$ cat config.mk
export PLATFORM = sky130hd
export DESIGN_NAME = usb_tx_sched
export DESIGN_NICKNAME = d
export VERILOG_FILES = /design/src/rtl/usb_tx_pkg.sv /design/src/rtl/usb_tx_sched_rr_arbiter.sv /design/src/rtl/usb_tx_sched.sv
export SDC_FILE = /design/constraint.sdc
export NUM_CORES = 1
export LEC_CHECK = 0
export CORE_UTILIZATION = 55
export DETAILED_ROUTE_END_ITERATION = 10
export DONT_BUFFER_PORTS = 1
export PLACE_DENSITY = 0.7
export SYNTH_ARGS = -nofsm -noshare
export SYNTH_HDL_FRONTEND = slang
export SYNTH_SLANG_ARGS = --single-unit
$ cat constraint.sdc
create_clock -name clk -period 1.9 [get_ports clk]
set_input_delay 0.38 -clock clk [delete_from_list [all_inputs] [get_ports clk]]
set_output_delay 0.38 -clock clk [all_outputs]
set_load 0.05 [all_outputs]
$ cat src/rtl/usb_tx_pkg.sv
// Shared definitions for the USB transmit-side scheduler and its arbiter.
// Holds the FSM state encoding, the byte width and the default inter-packet gap.
package usb_tx_pkg;

    localparam int unsigned DW_BYTE     = 8;
    localparam int unsigned IPG_CYC_DEF = 96;

    localparam int unsigned ST_W = 2;
    localparam logic [ST_W-1:0] ST_IDLE = 2'd0;
    localparam logic [ST_W-1:0] ST_PKT  = 2'd1;
    localparam logic [ST_W-1:0] ST_GAP  = 2'd2;

    // Width of an index into n requesters; never narrower than one bit.
    function automatic int unsigned idx_w(input int unsigned n);
        return (n > 1) ? $clog2(n) : 1;
    endfunction

endpackage

$ cat src/rtl/usb_tx_sched_rr_arbiter.sv
// Combinational round-robin arbiter, reused by the RX-side scheduler.
// Ports:
//   req  - request vector
//   ptr  - index with highest priority this cycle
//   gnt  - one-hot grant (all zero when no request)
//   idx  - binary index of the granted requester (0 when no request)
module rr_arbiter
    import usb_tx_pkg::*;
#(
    parameter int unsigned N = 2
) (
    input  logic [N-1:0]          req,
    input  logic [idx_w(N)-1:0]   ptr,
    output logic [N-1:0]          gnt,
    output logic [idx_w(N)-1:0]   idx
);

    localparam int unsigned IW = idx_w(N);

    logic found;

    // Scan requesters in order ptr, ptr+1, ... (mod N); first hit wins.
    always_comb begin
        gnt   = '0;
        idx   = '0;
        found = 1'b0;
        for (int unsigned k = 0; k < N; k++) begin
            for (int unsigned j = 0; j < N; j++) begin
                if (!found && (j == ((32'(ptr) + k) % N)) && req[j]) begin
                    gnt[j] = 1'b1;
                    idx    = IW'(j);
                    found  = 1'b1;
                end
            end
        end
    end

endmodule

$ cat src/rtl/usb_tx_sched.sv
// Packet-level scheduler sharing one phy_tx byte port between NUM_REQ sources.
// A whole packet (sop..eop) is granted to one requester and passed through,
// then the bus stays quiet for IPG_CYC cycles while phy_tx finishes the EOP.
// Ports:
//   clk, rst                 - clock, synchronous active-high reset
//   req_sop/eop/valid/data   - per-requester byte stream (byte i at [8i+7:8i])
//   req_ready                - per-requester byte accepted (or flushed)
//   tx_sop/eop/valid/data    - byte stream to phy_tx
//   tx_ready                 - phy_tx accepts byte when tx_valid && tx_ready
//   busy                     - registered, high in PKT or GAP
//   grant_id                 - registered current/last owner index
//   err_nosop                - pulse when a non-owner byte without sop is flushed
module usb_tx_sched
    import usb_tx_pkg::*;
#(
    parameter int unsigned NUM_REQ = 2,
    parameter int unsigned IPG_CYC = IPG_CYC_DEF,
    parameter int unsigned DW      = DW_BYTE
) (
    input  logic                    clk,
    input  logic                    rst,
    input  logic [NUM_REQ-1:0]      req_sop,
    input  logic [NUM_REQ-1:0]      req_eop,
    input  logic [NUM_REQ-1:0]      req_valid,
    input  logic [NUM_REQ*DW-1:0]   req_data,
    output logic [NUM_REQ-1:0]      req_ready,
    output logic                    tx_sop,
    output logic                    tx_eop,
    output logic                    tx_valid,
    input  logic                    tx_ready,
    output logic [DW-1:0]           tx_data,
    output logic                    busy,
    output logic [1:0]              grant_id,
    output logic                    err_nosop
);

    localparam int unsigned IW = idx_w(NUM_REQ);
    localparam int unsigned GW = $clog2(IPG_CYC + 1);

    logic [ST_W-1:0] state_q,    state_d;
    logic [IW-1:0]   owner_q,    owner_d;
    logic [IW-1:0]   rr_ptr_q,   rr_ptr_d;
    logic [GW-1:0]   gap_cnt_q,  gap_cnt_d;
    logic            busy_q,     busy_d;
    logic [1:0]      grant_id_q, grant_id_d;

    logic [NUM_REQ-1:0] cand;
    logic [NUM_REQ-1:0] arb_gnt;
    logic [IW-1:0]      arb_idx;

    logic               own_valid;
    logic               own_sop;
    logic               own_eop;
    logic [DW-1:0]      own_data;

    assign cand = req_valid & req_sop;

    rr_arbiter #(
        .N   (NUM_REQ)
    ) u_arb (
        .req (cand),
        .ptr (rr_ptr_q),
        .gnt (arb_gnt),
        .idx (arb_idx)
    );

    // Select the owner's byte stream.
    always_comb begin
        own_valid = 1'b0;
        own_sop   = 1'b0;
        own_eop   = 1'b0;
        own_data  = '0;
        for (int unsigned i = 0; i < NUM_REQ; i++) begin
            if (owner_q == IW'(i)) begin
                own_valid = req_valid[i];
                own_sop   = req_sop[i];
                own_eop   = req_eop[i];
                own_data  = req_data[i*DW +: DW];
            end
        end
    end

    // Next-state, pass-through and flush logic.
    always_comb begin
        state_d    = state_q;
        owner_d    = owner_q;
        rr_ptr_d   = rr_ptr_q;
        gap_cnt_d  = gap_cnt_q;
        grant_id_d = grant_id_q;
        tx_sop     = 1'b0;
        tx_eop     = 1'b0;
        tx_valid   = 1'b0;
        tx_data    = '0;
        req_ready  = '0;
        err_nosop  = 1'b0;

        // Mid-packet bytes from a non-owner can never be sent; drop them.
        // In IDLE nobody owns the bus, so every requester is a non-owner.
        for (int unsigned i = 0; i < NUM_REQ; i++) begin
            if (req_valid[i] && !req_sop[i] &&
                ((state_q == ST_IDLE) || ((state_q == ST_PKT) && (owner_q != IW'(i))))) begin
                req_ready[i] = 1'b1;
                err_nosop    = 1'b1;
            end
        end

        case (state_q)
            ST_IDLE: begin
                if (|arb_gnt) begin
                    owner_d    = arb_idx;
                    rr_ptr_d   = (32'(arb_idx) == (NUM_REQ - 1)) ? '0 : arb_idx + IW'(1);
                    grant_id_d = 2'(arb_idx);
                    state_d    = ST_PKT;
                end
            end
            ST_PKT: begin
                tx_sop   = own_sop;
                tx_eop   = own_eop;
                tx_valid = own_valid;
                tx_data  = own_data;
                for (int unsigned i = 0; i < NUM_REQ; i++) begin
                    if (owner_q == IW'(i)) begin
                        req_ready[i] = tx_ready;
                    end
                end
                if (own_valid && tx_ready && own_eop) begin
                    gap_cnt_d = GW'(IPG_CYC - 1);
                    state_d   = ST_GAP;
                end
            end
            ST_GAP: begin
                if (gap_cnt_q == '0) begin
                    state_d = ST_IDLE;
                end else begin
                    gap_cnt_d = gap_cnt_q - GW'(1);
                end
            end
            default: begin
                state_d = ST_IDLE;
            end
        endcase

        busy_d = (state_d != ST_IDLE);
    end

    // State and registered outputs.
    always_ff @(posedge clk) begin
        if (rst) begin
            state_q    <= ST_IDLE;
            owner_q    <= '0;
            rr_ptr_q   <= '0;
            gap_cnt_q  <= '0;
            busy_q     <= 1'b0;
            grant_id_q <= '0;
        end else begin
            state_q    <= state_d;
            owner_q    <= owner_d;
            rr_ptr_q   <= rr_ptr_d;
            gap_cnt_q  <= gap_cnt_d;
            busy_q     <= busy_d;
            grant_id_q <= grant_id_d;
        end
    end

    assign busy     = busy_q;
    assign grant_id = grant_id_q;

endmodule

# ---- After elaboration in Yosys (flattened, before gate mapping)
# Index checks and enable logic that the tools add are counted.
dict set report classes {
  n_reduce_logical 31
  bitwise_logic 2
  mul 0
  n_shift 0
  n_eq_ne 4
  add_sub_neg 3
  div 0
  magnitude_cmp 0
  n_mux 30
}
# operator count
set op_table {}
lappend op_table {{zero test 32 bit} 2}
lappend op_table {{2-to-1 mux 1 bit} 20}
lappend op_table {{2-to-1 mux 8 bit} 2}
lappend op_table {{logical AND 1 bit} 15}
lappend op_table {{2-to-1 mux 7 bit} 2}
lappend op_table {{case mux 7 bit (2 select lines)} 1}
lappend op_table {{2-to-1 mux 2 bit} 4}
lappend op_table {{zero test 7 bit} 1}
lappend op_table {{subtractor 7 x 1 -> 7 bit, second input constant} 1}
lappend op_table {{case mux 2 bit (3 select lines)} 1}
lappend op_table {{zero test 1 bit} 5}
lappend op_table {{nonzero test 2 bit} 2}
lappend op_table {{AND reduction 3 bit} 1}
lappend op_table {{adder 1 bit, second input constant} 2}
lappend op_table {{AND 2 bit} 1}
lappend op_table {{equality test 2 x 1 -> 1 bit, second input constant} 1}
lappend op_table {{equality test 2 bit, second input constant} 1}
lappend op_table {{zero test 2 bit} 1}
lappend op_table {{logical OR 1 bit} 2}
lappend op_table {{!= test 2 x 1 -> 1 bit, second input constant} 1}
lappend op_table {{!= test 2 bit, second input constant} 1}
lappend op_table {{AND reduction 2 bit} 1}
lappend op_table {{OR reduction 2 bit} 1}
lappend op_table {{NOT 1 bit} 1}
dict set report word_totals {
  ramBits 0
  out_inout_bits 17
  ff_bits 12
  inputBits 25
  word_cells 75
  romBits 0
  latch_bits 0
  memories 0
}

# ---- Depth between registers and ports, before layout
dict set report depth {
  word_depth 19
  mapped_depth 7
  depth_no_buf 6
}

# ---- Cells and area by module
# Synthesis repeated with hierarchy kept, for this count alone.
dict set report unflattened {
  cells_unflattened 135
  area_unflattened_um2 1061.0
}
# mod seq_area_each_um2 n_inst area_each_um2 cells_per_inst
set by_module_without_submodules {}
lappend by_module_without_submodules {usb_tx_sched 240.2 1 1031.0 131}
lappend by_module_without_submodules {rr_arbiter 0.0 1 30.0 4}

# ---- Worst setup path after synthesis
# No wires, ideal clock.
dict set report synth_path {
  path_type {flip-flop to output port}
  from {register, netlist name grant_id[0]}
  to {output req_ready[1]}
  n_path_buf 2
  path_slack_ns -0.276
  stages_incl_launch_ff 5
  t_arrival_ns 1.796
  required_time_ns 1.520
  cell_sequence {dfxtp_1 > buf_6 > clkbuf_1 > a21oi_1 > o22ai_1}
}
# element line
set synth_lines {}
lappend synth_lines {{to (decl)} usb_tx_sched.sv:26} ;# output logic [NUM_REQ-1:0] req_ready,

# ---- Worst setup path after layout
dict set report layout_path {
  from {register state_q[1]}
  to {output req_ready[1]}
}
dict set report layout_between {
  elab_chain_len 7
}
# element line
set layout_lines {}
lappend layout_lines {{from (decl)} usb_tx_sched.sv:40} ;# logic [ST_W-1:0] state_q, state_d;
lappend layout_lines {{from (signal assigned)} usb_tx_sched.sv:156} ;# state_q <= state_d;
lappend layout_lines {{equality test 2 x 1 -> 1 bit} {usb_tx_sched.sv:101, usb_tx_sched.sv:107}}
lappend layout_lines {{logical AND 1 bit} usb_tx_sched.sv:101} ;# ((state_q == ST_IDLE) || ((state_q == ST_PKT) && (owner_q != IW'(i))))) begin
lappend layout_lines {{logical OR 1 bit} usb_tx_sched.sv:101}
lappend layout_lines {{logical AND 1 bit} usb_tx_sched.sv:100} ;# if (req_valid[i] && !req_sop[i] &&
lappend layout_lines {{2-to-1 mux 1 bit} usb_tx_sched.sv:100}
lappend layout_lines {{2-to-1 mux 1 bit} usb_tx_sched.sv:122} ;# if (owner_q == IW'(i)) begin
lappend layout_lines {{2-to-1 mux 2 bit *} usb_tx_sched.sv:107} ;# case (state_q)
# Mark *: on every way between the ends. The rest lies on a longest branch, timed or not.

==> results.json <==
{
  "setup_viol": 0,
  "pwr-share-comb": 0.503,
  "synth-seq-cells": 12,
  "grt_max_degree": 19,
  "ys_async_sr_fraction": 0,
  "switching_share": 0.427,
  "path_cells": "inv_2 -> ha_4 -> inv_2 -> nand2_1 -> o22ai_2 -> buf_12",
  "timing.final.ws_setup_ps": 43.6,
  "intPower_w": 0.000556,
  "startpoint": "state_q[1]",
  "cp-start-kind": "flop",
  "drc": 0,
  "worstHoldStart": "rst",
  "routed-via-count": 988,
  "die_h_um": 44.1,
  "whs_path_depth": 1,
  "pwr-share-seq": 0.330,
  "end_kind": "primary output",
  "clock_tree.root_cell": "clkbuf_4",
  "power.switching_w": 0.000413,
  "cp_max_fo": 5,
  "drt-pass1-iter-count": 6,
  "final_antenna_net_count": 0,
  "timing.final.crit_period_ps": 1860,
  "dpl_worst_slack_ps": 144,
  "start_util": 0.618,
  "rsz0062_at_grt": "yes",
  "grt_pass1_vias": 1058,
  "yosys.cell_types.count": 37,
  "io_pins": 42,
  "avgViaCountPerCell": 6.37,
  "gp_congestion": 0.862,
  "hold_viol": 0,
  "dp_hpwl_um": 1990,
  "synth_compound_area_frac": 0.239,
  "path_common_cell": "inv_2",
  "synth_top_cell_area_share": 0.246,
  "yosysSeqAreaShare": 0.246,
  "drt-initial-drc-count": 16,
  "io_buffers": 0,
  "avgSynthCellArea_um2": 7.80,
  "p_leak_nw": 0.517,
  "r2r_cells": 6,
  "vdd_ir_drop_max_uv": 439,
  "crit_required_ps": 1520,
  "synthesis.area_um2": 975,
  "design.core.area_mm2": 0.00158,
  "finalCritPeriodShare": 0.977,
  "rows": 14,
  "slowest_delay_ps": 370,
  "yosys.area_share.simple": 0.222,
  "max_cap_violations": 0,
  "clockBufferDepth": 2,
  "die_w_um": 44.1,
  "h-tree-depth": 1,
  "cp.arrival_ps": 1480,
  "cts_inserted_buffers": 3,
  "pwr-share-clk": 0.167,
  "antenna_found_initial": 0,
  "fin_tns_setup_ps": 0,
  "cellPowerDensity_mw_per_mm2": 765,
  "synthXorXnorAreaFrac": 0,
  "slew_violations": 0,
  "fin_skew_ps": 2.37,
  "muxShareOfSynthArea": 0.123,
  "fp.dieArea_mm2": 0.00194,
  "synth_common_cells": "19 x nor2_1, 12 x dfxtp_1, 12 x inv_1, 12 x mux2i_1, 9 x a21oi_1",
  "yosys.area_share.adder": 0.0770,
  "final_nets": 172,
  "clk_latency_ps": 280,
  "fill_cells": 106,
  "drt-total-wl_um": 2580,
  "crit_type": "reg2out",
  "wl_per_cell_um": 16.7,
  "ys_warn_count": 0,
  "synth_nets": 156,
  "crit_path_end": "req_ready[1]",
  "clk_pin_slew_worst_paths_ps": 80,
  "r2r_slack_ps": 130,
  "overflow": 0,
  "rr_startpoint": "state_q[0]",
  "hp-class": "in2reg",
  "synth-edff-count": 0,
  "grt_first_pass_wirelength_um": 4360,
  "drive_above_1_share": 0.288,
  "synth_area_leader_cell": "dfxtp_1",
  "synth_ff_type": "dfxtp_1",
  "yosys.cell_count.top_type": "nor2_1",
  "synth_top_family_by_area": "compound AO/OA/AOI/OAI gates",
  "postSynthCellCount": 125,
  "synth_area_leaders": "dfxtp_1 25%, mux2i_1 12%, ha_1 7.7%",
  "clock-sinks": 12,
  "reg2reg_to": "gap_cnt_q[4]",
  "fmax_ghz": 0.539,
  "syn2layout_area_growth_pct": 30.0,
  "status": "complete, no violations",
  "n_antenna_cell": 0,
  "grt.total_usage": 0.302,
  "cts_tree": "built",
  "crit_slowest_cell": "dfxtp_2"
}
## sequential cells by signal, summed over array words and instances (netlist names)
name / count
gap_cnt_q: 7
grant_id: 1
state_q: 2
busy: 1
rr_ptr_q: 1
## worst max-delay path: cells and delay by family (launching register included)
| family | cells | cell delay (ps) |
|---|---|---|
| AND/OR/NAND/NOR | 1 | 110 |
| buffers and inverters | 3 | 340 |
| adder cells (fa/ha/maj) | 1 | 170 |
| AO/OA/AOI/OAI | 1 | 210 |
| flip-flops | 1 | 370 |
## worst min path at each step
| stage | end |
|---|---|
| 2_1_floorplan | gap_cnt_q[5] |
| 3_3_place_gp | gap_cnt_q[5] |
| 3_5_place_dp | gap_cnt_q[5] |
| 4_1_cts | gap_cnt_q[5] |
| 5_1_grt | gap_cnt_q[5] |
| 6_report | gap_cnt_q[5] |
## repair_timing
item,4_1_cts,5_1_grt
setup buffers,0,0
pin swaps,1,0
hold buffers,0,0
gates resized for setup,6,4
setup endpoints to repair,13,4
## cell usage in the layout, fill, tap and decap left out, types with 2 or more instances in the layout
master	instances
nor2_1	13
o311ai_0	2
nor3_1	3
o32ai_1	2
mux2i_1	12
clkbuf_4	3
nand3_1	2
dfxtp_1	10
buf_4	8
nand2b_1	2
nor2_2	6
a21o_1	3
a311oi_1	2
dfxtp_2	2
inv_1	10
o22ai_2	2
buf_6	2
o21ai_0	4
inv_2	2
buf_12	8
nand2_1	6
a21oi_1	8
nor2b_1	2
ha_1	4
## power groups by stage
stage | logic (W) | registers, W | clock network, W
2_1_floorplan | 0.000334 | 0.000316 | 0
3_5_place_dp | 0.000469 | 0.000322 | 0
6_report | 0.000487 | 0.000320 | 0.000162
4_1_cts | 0.000479 | 0.000319 | 0.000157
5_1_grt | 0.000525 | 0.000325 | 0.000168
3_3_place_gp | 0.000454 | 0.000321 | 0
## kinds of logic (layout without fill, tap and decap cells)
logic type                 count (synthesis)  in the layout
adders and majority gates                  6              6
DFF                                       12             12
AOI/OAI and AO/OA                         33             33
buffers and inverters                     19             33
other                                      1              1
muxes                                     12             12
and+or+nand+nor                           42             42
## layer usage
layer | part of all wire | routed length, µm | global-route usage
met1 | 0.39 | 1020 | 0.353
met2 | 0.50 | 1290 | 0.512
met3 | 0.079 | 203 | 0.0612
met4 | 0.027 | 71 | 0.170
met5 | 0 | 0 | 0
## layout make-up
type | count | area [µm²] | area share
inverter | 12 | 45.0 | 0.0355
multi-input combinational | 94 | 694 | 0.548
sequential | 12 | 243 | 0.192
tap | 16 | 20.0 | 0.0158
timing repair buffer | 18 | 243 | 0.192
clock buffer | 3 | 22.5 | 0.0178
## stage by stage
step	area (µm²)	cells	util	total power, W	hold slack [ps]
after floorplan	1000	125	-	0.000650	457
after global placement	1210	152	0.770	0.000775	451
after detailed placement	1210	152	0.770	0.000791	454
after CTS	1250	155	0.796	0.000955	167
after global routing	1270	155	0.804	0.00102	160
final	1270	155	0.804	0.000969	160
(Power assumes the default switching activity.)
